`config.mk`:
```
export PLATFORM = sky130hd
export DESIGN_NAME = crypt_sched
export DESIGN_NICKNAME = d
export VERILOG_FILES = /design/src/rtl/crypt_sched.sv
export SDC_FILE = /design/constraint.sdc
export NUM_CORES = 1
export LEC_CHECK = 0
export ABC_AREA = 1
export CELL_PAD_IN_SITES_DETAIL_PLACEMENT = 1
export CELL_PAD_IN_SITES_GLOBAL_PLACEMENT = 1
export CORE_AREA = 2 2 195 197
export CTS_BUF_LIST = sky130_fd_sc_hd__clkbuf_16
export CTS_CLUSTER_DIAMETER = 60
export DETAILED_ROUTE_END_ITERATION = 10
export DIE_AREA = 0 0 197 199
export DONT_BUFFER_PORTS = 1
export MAX_ROUTING_LAYER = met4
export PLACE_DENSITY_LB_ADDON = 0.1
export SLEW_MARGIN = 20
export SYNTH_ARGS = -nofsm -noshare
export SYNTH_HDL_FRONTEND = slang
export SYNTH_SLANG_ARGS = --single-unit
export TNS_END_PERCENT = 100
```
`constraint.sdc`:
```
create_clock -name clk -period 2.3 [get_ports clk]
set_input_delay 0.46 -clock clk [delete_from_list [all_inputs] [get_ports clk]]
set_output_delay 0.46 -clock clk [all_outputs]
set_load 0.01 [all_outputs]
```
`src/rtl/crypt_sched.sv`:
```
// Round-robin scheduler sharing one 64-bit crypto core between the decrypt and encrypt paths.
// Each job pops one source block, runs the core (with a timeout), and pushes the result to the matching sink.
module crypt_sched #(
  parameter int TIMEOUT = 64,
  parameter int CNT_W   = 16
) (
  input  logic             clk,
  input  logic             rst,
  input  logic             enable,
  input  logic [63:0]      key,
  input  logic             err_clr,
  input  logic             dec_src_empty,
  input  logic             enc_src_empty,
  output logic             dec_src_ren,
  output logic             enc_src_ren,
  input  logic [63:0]      dec_src_rdata,
  input  logic [63:0]      enc_src_rdata,
  input  logic             dec_snk_full,
  input  logic             enc_snk_full,
  output logic             dec_snk_wen,
  output logic             enc_snk_wen,
  output logic [63:0]      snk_wdata,
  output logic             core_start,
  output logic             core_mode,
  output logic [63:0]      core_din,
  output logic [63:0]      core_key,
  input  logic             core_done,
  input  logic [63:0]      core_dout,
  output logic             core_abort,
  output logic             busy,
  output logic             err_timeout,
  output logic [CNT_W-1:0] dec_cnt,
  output logic [CNT_W-1:0] enc_cnt
);
  localparam int TW = (TIMEOUT > 2) ? $clog2(TIMEOUT) : 1;

  typedef enum logic [2:0] {S_IDLE, S_POP, S_LOAD, S_START, S_WAIT, S_PUSH} state_t;

  state_t           state_q, state_d;
  logic             sel_q, sel_d;    // 1 = decrypt path granted
  logic             rr_q, rr_d;      // 1 = encrypt path preferred on a tie
  logic [63:0]      din_q, din_d;
  logic [63:0]      key_q, key_d;
  logic [63:0]      dout_q, dout_d;
  logic [TW-1:0]    wcnt_q, wcnt_d;
  logic             err_q, err_d;
  logic [CNT_W-1:0] dec_cnt_q, dec_cnt_d;
  logic [CNT_W-1:0] enc_cnt_q, enc_cnt_d;

  logic dec_elig, enc_elig, timeout_hit;

  assign dec_elig    = !dec_src_empty && !dec_snk_full;
  assign enc_elig    = !enc_src_empty && !enc_snk_full;
  assign timeout_hit = (wcnt_q == TW'(TIMEOUT - 1));

  always_comb begin
    state_d   = state_q;
    sel_d     = sel_q;
    rr_d      = rr_q;
    din_d     = din_q;
    key_d     = key_q;
    dout_d    = dout_q;
    wcnt_d    = wcnt_q;
    err_d     = err_q;
    dec_cnt_d = dec_cnt_q;
    enc_cnt_d = enc_cnt_q;
    if (err_clr) err_d = 1'b0;
    case (state_q)
      S_IDLE: if (enable && (dec_elig || enc_elig)) begin
        sel_d   = dec_elig && (!enc_elig || !rr_q);
        key_d   = key;
        state_d = S_POP;
      end
      S_POP:   state_d = S_LOAD;
      S_LOAD: begin
        din_d   = sel_q ? dec_src_rdata : enc_src_rdata;
        state_d = S_START;
      end
      S_START: begin
        wcnt_d  = '0;
        state_d = S_WAIT;
      end
      S_WAIT: begin
        // A completion in the last wait cycle beats the timeout.
        if (core_done) begin
          dout_d  = core_dout;
          state_d = S_PUSH;
        end else if (timeout_hit) begin
          err_d   = 1'b1;
          rr_d    = sel_q;
          state_d = S_IDLE;
        end else begin
          wcnt_d  = wcnt_q + TW'(1);
        end
      end
      S_PUSH: begin
        if (sel_q) dec_cnt_d = dec_cnt_q + CNT_W'(1);
        else       enc_cnt_d = enc_cnt_q + CNT_W'(1);
        // Point the tie-breaker at the path that did not just run.
        rr_d    = sel_q;
        state_d = S_IDLE;
      end
      default: state_d = S_IDLE;
    endcase
  end

  always_ff @(posedge clk) begin
    if (rst) begin
      state_q   <= S_IDLE;
      sel_q     <= 1'b0;
      rr_q      <= 1'b0;
      din_q     <= '0;
      key_q     <= '0;
      dout_q    <= '0;
      wcnt_q    <= '0;
      err_q     <= 1'b0;
      dec_cnt_q <= '0;
      enc_cnt_q <= '0;
    end else begin
      state_q   <= state_d;
      sel_q     <= sel_d;
      rr_q      <= rr_d;
      din_q     <= din_d;
      key_q     <= key_d;
      dout_q    <= dout_d;
      wcnt_q    <= wcnt_d;
      err_q     <= err_d;
      dec_cnt_q <= dec_cnt_d;
      enc_cnt_q <= enc_cnt_d;
    end
  end

  assign dec_src_ren = (state_q == S_POP)  &&  sel_q;
  assign enc_src_ren = (state_q == S_POP)  && !sel_q;
  assign dec_snk_wen = (state_q == S_PUSH) &&  sel_q;
  assign enc_snk_wen = (state_q == S_PUSH) && !sel_q;
  assign snk_wdata   = dout_q;
  assign core_start  = (state_q == S_START);
  assign core_mode   = sel_q;
  assign core_din    = din_q;
  assign core_key    = key_q;
  assign core_abort  = (state_q == S_WAIT) && timeout_hit && !core_done;
  assign busy        = (state_q != S_IDLE);
  assign err_timeout = err_q;
  assign dec_cnt     = dec_cnt_q;
  assign enc_cnt     = enc_cnt_q;
endmodule

```
==> implementation parameters <==
Parameter                              Value

Synth
  Share of the yosys chip area belonging to registers ... about 51%
  Share of Yosys cell area claimed by the top area cell type ... about half
  Number of instances in the synthesized netlist ... roughly 1300
  Syn Std Cell Area ... around 9400 um^2
  Number of storage elements in the synthesis netlist ... ~240
  Cell taking the most area after synthesis ... sky130_fd_sc_hd__dfxtp_1
  Post-synth cell types ... 26
  Average footprint of a synthesized cell ... about 7.3 um^2
  Number of nets produced by synthesis ... between 1500 and 2000
  Yosys warning count ... 0
  Leading post-synthesis cells by cell area ... sky130_fd_sc_hd__dfxtp_1 51%, sky130_fd_sc_hd__nand2_1 14%, sky130_fd_sc_hd__nor2_1 7.8%, sky130_fd_sc_hd__o21ai_0 7.6%, sky130_fd_sc_hd__a31oi_1 4.5%

Global routing
  Antenna violations before repair ... 1
  Largest net degree at the start of global routing ... 97
  Total grt overflow ... 0
  Wire length of the first global-routing pass ... 52.2 mm
  Overall fraction of global-route tracks in use ... 17.6%
  Vias in the first global route ... a little under 9000

Setup path
  Worst Setup End Kind ... primary output
  Critical Path Slowest Stage Cell ... sky130_fd_sc_hd__dfxtp_1
  Number of buffers and inverters on the critical path ... 1
  Ordered list of cells on the worst path ... ha_1 -> nand3_1 -> nor2_1 -> nand2_1 -> inv_2
  Start-to-end type of the worst setup path ... reg -> out
  Required time at the endpoint of the critical path ... 1.84 ns
  Critical Path Start Type ... flop
  Number of cells on the critical path ... 5
  Critical path data arrival time ... about 1.7 ns
  Worst reg2reg path depth ... 5
  Top delay family on crit path ... simple AND/OR/NAND/NOR gates
  Crit-path max FO ... 4
  Maximum single-stage delay on the critical path ... about 0.35 ns

Placement
  Final weighted congestion in routability-driven placement ... about 0.76
  DP Wirelength ... between 20 and 30 mm
  Quantity of I/O buffers inserted on ports ... 0
  Placement-stage cell area ... 9830 um^2

Drt
  Antenna viol nets, final ... 0
  Total via count after detailed routing ... 8475
  Number of search-and-repair iterations in the first detailed-routing pass ... 4
  Wirelength per Cell ... ~20 um
  Routed via count divided by cell count ... between 4 and 5
  DRT iter0 DRCs ... a little over 300
  Final wirelength ... between 30 and 40 mm
  DRC errors left ... 0

Finish
  Area growth from synthesis to final layout ... 17.6%
  Share of cells above drive strength 1 ... between 6 and 7%
  Commonest non-fill, non-tap cells in the layout ... 350 x sky130_fd_sc_hd__nand2_1, 232 x sky130_fd_sc_hd__dfxtp_1, 193 x sky130_fd_sc_hd__nor2_1, 142 x sky130_fd_sc_hd__o21ai_0, 82 x sky130_fd_sc_hd__a21oi_1
  Cell area after layout ... 11000 um^2
  Most frequent standard cell in the layout excluding fill and tap cells ... sky130_fd_sc_hd__nand2_1
  Net count reported at finish ... 1545
  Filler cells ... between 4000 and 5000

Clock network
  Max H-tree Level ... 1
  Cts bufs inserted ... 30
  Number of buffers on the longest clock path ... 3
  CTS sink cnt ... 236
  TritonCTS clock tree ... built
  Clock latency on the worst-skew pair ... 0.57 ns
  Clock transition at the registers of the reported paths ... roughly 0.060 ns
  Clock tree root buffer cell ... sky130_fd_sc_hd__clkbuf_16

Power and ir drop
  Power density over the cells ... 1010 nW/um^2
  Static power due to leakage ... around 4.4 nW
  Highest ir drop seen on vdd ... a little under 0.6 mV

Die
  I/O pin count ... about 500
  Chip width ... 197 um
  Floorplan Core Area ... roughly 37000 um^2
  Overall die height ... around 200 um
  Initial Util ... between 20 and 30%
  Die Area ... between 30000 and 40000 um^2
  # rows ... between 70 and 80

STA
  Worst-case clock skew ... 0.00753 ns
  Final count of hold timing violations ... 0
  Fmax ... ~470 MHz
  Final Slew Violations ... 0
  Worst slew pin tran ... 0.700 ns
  Setup repair after global routing missed its margin ... no
  Period utilisation layout ... 91.6%
  Minimum period implied by the final worst setup slack ... approximately 2.1 ns
  Max-Slew Margin vs Limit ... 53.3%
  Setup Total Neg Slack ... 0 ns
  Number of setup violations in the final report ... 0

Min path
  Worst hold path class ... in -> reg
  Hold path cells ... 2

Status
  Status ... complete, no violations

Run
  Count of maximum capacitance violations ... 0
-- Yosys cell counts --
| master | number |
|---|---|
| sky130_fd_sc_hd__a21oi_1 | 82 |
| sky130_fd_sc_hd__a31oi_1 | 67 |
| sky130_fd_sc_hd__buf_1 | 4 |
| sky130_fd_sc_hd__buf_2 | 26 |
| sky130_fd_sc_hd__buf_4 | 1 |
| sky130_fd_sc_hd__buf_6 | 6 |
| sky130_fd_sc_hd__clkbuf_1 | 46 |
| sky130_fd_sc_hd__dfxtp_1 | 236 |
| sky130_fd_sc_hd__ha_1 | 3 |
| sky130_fd_sc_hd__inv_1 | 64 |
| sky130_fd_sc_hd__inv_2 | 2 |
| sky130_fd_sc_hd__nand2_1 | 350 |
| sky130_fd_sc_hd__nand2_2 | 1 |
| sky130_fd_sc_hd__nand3_1 | 28 |
| sky130_fd_sc_hd__nand3_4 | 1 |
| sky130_fd_sc_hd__nand3b_1 | 2 |
| sky130_fd_sc_hd__nand4_1 | 8 |
| sky130_fd_sc_hd__nor2_1 | 194 |
| sky130_fd_sc_hd__nor2_2 | 2 |
| sky130_fd_sc_hd__nor2_4 | 2 |
| sky130_fd_sc_hd__nor3_1 | 10 |
| sky130_fd_sc_hd__nor3_2 | 1 |
| sky130_fd_sc_hd__nor3b_1 | 1 |
| sky130_fd_sc_hd__o21ai_0 | 142 |
| sky130_fd_sc_hd__or2_2 | 2 |
| sky130_fd_sc_hd__xor2_1 | 3 |
-- per-layer routing --
metal | GRT usage [%] | vias to the layer above | routed length (um)
li1 | - | 4165 | -
met1 | 18.8 | 3917 | 13600
met2 | 30.4 | 343 | 17400
met3 | 6.44 | 50 | 3540
met4 | 5.29 | 0 | 907
met5 | - | - | 0
-- worst register-to-register path: cells and delay by family (launching register included) --
family | cells | cell delay [ns]
AOI/OAI and AO/OA | 2 | 0.27
buffers and inverters | 2 | 0.48
DFF | 1 | 0.40
and+or+nand+nor | 1 | 0.54
-- state kept, by name, summed over array words and instances, names as in the netlist --
name and cells:
core_din 64, rr_q 1, err_timeout 1, core_key 64
wcnt_q 6, enc_cnt 16, core_mode 1, dec_cnt 16
state_q 3, snk_wdata 64
-- cells by family (layout without fill, tap and decap cells) --
group,after synthesis,after routing,synth area share (%)
AO/OA/AOI/OAI,291,291,16.5
XOR/XNOR,3,3,0.281
adder cells (fa/ha/maj),3,3,0.401
buffers and inverters,149,165,6.85
flip-flops,236,236,50.5
other,0,1,0
AND/OR/NAND/NOR,602,602,25.5
-- final cells by class --
type	instances	area, um^2	area share, %
clock buffer	30	751	6.82
multi-input combinational	899	4020	36.6
timing repair buffer	44	508	4.62
sequential	236	4730	43.0
antenna	1	2.50	0.0227
inverter	66	250	2.27
clock inverter	25	143	1.30
tap	474	593	5.39
-- worst paths after layout --
kind	slack (ns)	from	to
worst max-delay path	0.19	wcnt_q[1]$_SDFFE_PP0P_	core_abort
worst min-delay path	0.03	core_dout[22]	snk_wdata[22]$_SDFFE_PP0P_
worst max register to register	0.54	state_q[1]$_SDFFE_PP0P_	core_din[24]$_SDFFE_PP0P_
worst min register to register	0.50	rr_q$_SDFFE_PP0P_	rr_q$_SDFFE_PP0P_
-- what timing repair did --
| item | in CTS | in global routing |
|---|---|---|
| endpoints found under the hold margin | 87 | 0 |
| setup buffers | 0 | 0 |
| setup endpoints to repair | 1 | 2 |
| hold buffers | 24 | 0 |
| gates cloned | 0 | 0 |
| gates resized for setup | 2 | 5 |
-- where the power goes --
| part | internal [W] | switching (W) |
|---|---|---|
| Combinational | 0.000538 | 0.000984 |
| Sequential | 0.00458 | 0.000663 |
| Clock | 0.00246 | 0.00186 |
-- metrics by stage --
step	util [%]	power, W	cells	setup slack, ns	hold slack, ns
after floorplan	-	0.00622	1284	0.742	0.462
after global placement	26.5	0.00680	1695	0.502	0.468
after detailed placement	26.5	0.00681	1695	0.461	0.491
after CTS	29.6	0.0113	1774	0.0232	0.000347
after global routing	29.6	0.0117	1775	0.0253	0.00744
final	29.6	0.0111	1775	0.194	0.0343
(Power assumes the default switching activity.)
